## src/rtl/jkff_bank_sched.sv

```systemverilog
// jkff_bank_sched: round-robin command scheduler driving a JK flip-flop bank; define JKFF_SCHED_CHECK_EN to add a result check
module jkff_bank_sched #(
    parameter int N     = 8,
    parameter int IDX_W = 3
) (
    input  logic             clk,
    input  logic             reset,
    input  logic             req0_valid,
    input  logic [1:0]       req0_op,
    input  logic [IDX_W-1:0] req0_idx,
    output logic             req0_ready,
    input  logic             req1_valid,
    input  logic [1:0]       req1_op,
    input  logic [IDX_W-1:0] req1_idx,
    output logic             req1_ready,
    output logic [N-1:0]     j_out,
    output logic [N-1:0]     k_out,
    input  logic [N-1:0]     q_in,
    output logic             busy,
    output logic             done,
    output logic             done_src,
    output logic             done_q,
    output logic             bad_idx,
    output logic             err
);
    typedef enum logic [1:0] {IDLE, ISSUE, SETTLE} state_t;
    state_t           state;
    logic             ptr;
    logic             src;
    logic [IDX_W-1:0] idx;
    logic             gnt0;
    logic             gnt1;
    logic [1:0]       sel_op;
    logic [IDX_W-1:0] sel_idx;
    logic [N-1:0]     sel_oh;
    logic [N-1:0]     cur_oh;
    logic             cur_q;
`ifdef JKFF_SCHED_CHECK_EN
    logic [1:0]       op;
    logic             old_q;
    logic             exp_q;
`endif

    // An index outside the bank maps to an all-zero select, so it can never drive a flop
    function automatic logic [N-1:0] onehot(input logic [IDX_W-1:0] x);
        onehot = '0;
        for (int i = 0; i < N; i++) onehot[i] = (x == IDX_W'(i));
    endfunction

    // Grant while idle: pointer holder wins a tie, otherwise the sole valid requester
    always_comb begin
        gnt0    = reset && state == IDLE && req0_valid && (!ptr || !req1_valid);
        gnt1    = reset && state == IDLE && req1_valid && (ptr || !req0_valid);
        sel_op  = gnt1 ? req1_op : req0_op;
        sel_idx = gnt1 ? req1_idx : req0_idx;
        sel_oh  = onehot(sel_idx);
        cur_oh  = onehot(idx);
        cur_q   = |(q_in & cur_oh);
`ifdef JKFF_SCHED_CHECK_EN
        exp_q   = op == 2'b00 ? old_q : op == 2'b01 ? 1'b0 : op == 2'b10 ? 1'b1 : ~old_q;
`endif
    end

    assign req0_ready = gnt0;
    assign req1_ready = gnt1;
    assign busy       = state != IDLE;
`ifndef JKFF_SCHED_CHECK_EN
    assign err        = 1'b0;
`endif

    // Accept, drive J/K for exactly one edge, then report the settled Q
    always_ff @(posedge clk or negedge reset) begin
        if (!reset) begin
            state    <= IDLE;
            ptr      <= 1'b0;
            src      <= 1'b0;
            idx      <= '0;
            j_out    <= '0;
            k_out    <= '0;
            done     <= 1'b0;
            done_src <= 1'b0;
            done_q   <= 1'b0;
            bad_idx  <= 1'b0;
`ifdef JKFF_SCHED_CHECK_EN
            op       <= 2'b00;
            old_q    <= 1'b0;
            err      <= 1'b0;
`endif
        end else begin
            case (state)
                IDLE: begin
                    done    <= 1'b0;
                    bad_idx <= 1'b0;
`ifdef JKFF_SCHED_CHECK_EN
                    err     <= 1'b0;
`endif
                    if (gnt0 || gnt1) begin
                        src   <= gnt1;
                        idx   <= sel_idx;
                        ptr   <= ~gnt1;
                        j_out <= sel_op[1] ? sel_oh : '0;
                        k_out <= sel_op[0] ? sel_oh : '0;
`ifdef JKFF_SCHED_CHECK_EN
                        op    <= sel_op;
                        old_q <= |(q_in & sel_oh);
`endif
                        state <= ISSUE;
                    end
                end
                ISSUE: begin
                    j_out <= '0;
                    k_out <= '0;
                    state <= SETTLE;
                end
                SETTLE: begin
                    done     <= 1'b1;
                    done_src <= src;
                    done_q   <= cur_q;
                    bad_idx  <= ~|cur_oh;
`ifdef JKFF_SCHED_CHECK_EN
                    err      <= |cur_oh && cur_q != exp_q;
`endif
                    state    <= IDLE;
                end
                default: state <= IDLE;
            endcase
        end
    end
endmodule

```

## config.mk

```make
export PLATFORM = sky130hd
export DESIGN_NAME = jkff_bank_sched
export DESIGN_NICKNAME = d
export VERILOG_FILES = /design/src/rtl/jkff_bank_sched.sv
export SDC_FILE = /design/constraint.sdc
export NUM_CORES = 1
export LEC_CHECK = 0
export ABC_AREA = 1
export BUFFER_PORTS_ARGS = -buffer_cell sky130_fd_sc_hd__buf_4
export CAP_MARGIN = 15
export CORE_UTILIZATION = 45
export CTS_BUF_LIST = sky130_fd_sc_hd__clkbuf_2
export CTS_CLUSTER_DIAMETER = 100
export DETAILED_ROUTE_END_ITERATION = 10
export GPL_TIMING_DRIVEN = 0
export PLACE_DENSITY = 0.72
export SLEW_MARGIN = 10
export SYNTH_ARGS = -nofsm -noshare
export SYNTH_HDL_FRONTEND = slang
export SYNTH_SLANG_ARGS = --single-unit
```

## constraint.sdc

```tcl
create_clock -name clk -period 2.5 [get_ports clk]
set_input_delay 0.25 -clock clk [delete_from_list [all_inputs] [get_ports clk]]
set_output_delay 0.25 -clock clk [all_outputs]
set_load 0.01 [all_outputs]
```

==> summary.txt <==
Routability cong.: 0.825
Resize count post-CTS: 0
CTS root buffer: clkbuf_2
Final cell count without fillers: 248
Post-detailed-placement half-perimeter wirelength: 2.31 mm
Iteration-0 DRC Markers: 61
IO Port Bufs: 44
Post-synthesis sequential area ratio: 47.9%
Critical Path End Type: primary output
Crit start category: primary input
Avg Inst Size Synth: 8.40 um2
Gr usage total: 19.6%
Leakage power: 1.04 nW
Worst hold path cell count: 4
Layout cells sized above 1: 35.5%
Setup violations, final: 0
Placed inst area: 1780 um2
Fillers: 260
Final instance area: 1810 um2
# diodes: 0
Setup WS post-layout: 0.537 ns
Post-synthesis net count: 190
Vias per std cell: 4.93
Worst Hold End: k_out[1]
Routed WL: 2.97 mm
Final Cycle Share: 78.5%
Cell Area, Synth: 1410 um2
I/O pin count: 46
Placed cells: 243
Skew-Pair Late Insertion Delay: 0.37 ns
Initial antenna violation count: 0
Clock sinks: 27
Gate Count Post-Synth: 168
Final setup TNS: 0 ns
Final nets: 240
Yosys warns: 0
Initial core utilization: 49.5%
Crit-path max FO: 29
Routed length per instance: 12.0 um
Core area: 2850 um2
Synth cell types: 20
Worst Skew: 0.00763 ns
Worst EP arrival: 1.71 ns
Largest net degree at the start of global routing: 30
Reg2reg path depth: 8
CTS H-tree depth: 1
VDD IR max: 372 uV
Commonest non-fill, non-tap cell in the layout: nand2_1
Place WS: 0.761 ns
Status: complete, but fails checks
Worst endpoint required time: 2.25 ns
First drt pass iteration count: 9
Die H: 58.0 um
Max-Cap Viols: 0
Global-route wire length before repair: 5.06 mm
Placement Rows: 19
Min-Delay Path Class: in -> reg
Worst hold slack: 0.207 ns
CTS max path bufs: 2
CTS buffer count: 3
Power Dens Cells: 782 nW/um2
Reg2Reg Capture Point: k_out[6]
Number of global-route vias before repair: 1210
Final ANT Viol Nets: 0
Failing checks: design-rule violations
Final Max Slew Viols: 0
Final Hold Violating Endpoints: 0
Grt ovf: 0
Vias: 1222
P&R area growth vs syn: 28.5%
Setup CP Type: in -> out
Max frequency: 510 MHz
Die area: 3360 um2
Crit path time final: 1.96 ns
R2r setup slk: 0.94 ns
Yosys reg bits: 27
Worst-path clk slew: 0.26 ns
DRC Markers: 4
Hold path startpoint: req1_idx[2]
RSZ-0062 raised after global routing: false
Most frequent cells in the layout: nand2_1 (55), buf_4 (45), dfrtp_1 (27)
TritonCTS clock tree: built
Reg-to-reg startpoint: state[0]
Chip width: 58.0 um
==> cells in the mapped netlist (all sizes together) <==
master,instances,area [um2]
nand3,23,128
a21oi,1,5.00
dfrtp,27,676
buf,2,27.5
nor2,16,130
a21boi,1,11.3
o21ai,8,51.3
conb,1,3.75
inv,20,80.1
nand4,2,12.5
nand2,67,287
==> sequential cells by signal, indices dropped and copies added (netlist names) <==
| register | count |
|---|---|
| bad_idx | 1 |
| done | 1 |
| done_q | 1 |
| done_src | 1 |
| idx | 3 |
| j_out | 8 |
| k_out | 8 |
| ptr | 1 |
| src | 1 |
| state | 2 |
==> per-layer routing <==
metal	up-vias	routed length, um	global-route usage (%)
met2	37	1480	35.8
met3	5	121	2.01
met1	560	1330	24.3
met5	-	0	0
met4	0	37	6.12
li1	620	-	-
==> layout make-up <==
class	count	area, um2	share of cell area, %
plain buffers	2	27.5	1.52
clock buffers	3	15.0	0.828
clock inverters	1	7.51	0.414
inverters	20	80.1	4.42
multi-input cells	119	628	34.6
flip-flops and latches	27	676	37.3
well taps	31	38.8	2.14
repair buffers	45	340	18.8
==> report_power, final <==
group / switching (W) / internal [W] / leakage (nW) / total, W
sequential: 0.0000815 / 0.000541 / 0.358 / 0.000622
combinational: 0.000359 / 0.000264 / 0.667 / 0.000623
clock: 0.000135 / 0.0000371 / 0.0126 / 0.000173
total: 0.000576 / 0.000842 / 1.04 / 0.00142
==> worst max-delay path by stage <==
| stage | start | to | slack [ns] | depth (start not counted) |
|---|---|---|---|---|
| CTS | reset | req1_ready | 0.52 | 5 |
| global placement | reset | k_out[5] | 0.81 | 8 |
| global route | reset | req1_ready | 0.43 | 5 |
| detailed placement | reset | k_out[5] | 0.76 | 8 |
| floorplan | state[0] | j_out[4] | 1.10 | 9 |
| finish | reset | req1_ready | 0.54 | 5 |
==> per-stage QoR <==
step	power, W	utilization (%)
detailed placement	0.00126	62.4
global route	0.00153	63.6
global placement	0.00123	62.4
finish	0.00142	63.6
floorplan	0.00103	-
CTS	0.00144	63.6
==> cell families (layout without fill, tap and decap cells) <==
logic type / count (synthesis) / count (layout) / share of synthesized area (%)
other: 1 / 1 / 0.266
buffers and inverters: 22 / 71 / 7.62
and+or+nand+nor: 108 / 108 / 39.5
AOI/OAI and AO/OA: 10 / 10 / 4.79
DFF: 27 / 27 / 47.9
==> worst max-delay path, cell delays in order <==
cell           delay, ns
dlygate4sd3_1       0.52
buf_4               0.35
nand3_4             0.15
nor2_4              0.26
buf_4               0.17
==> repair_timing <==
item                      CTS  global route
setup buffers               0             0
hold buffers                1             0
hold endpoints to repair   27             0
(Power assumes the default switching activity.)
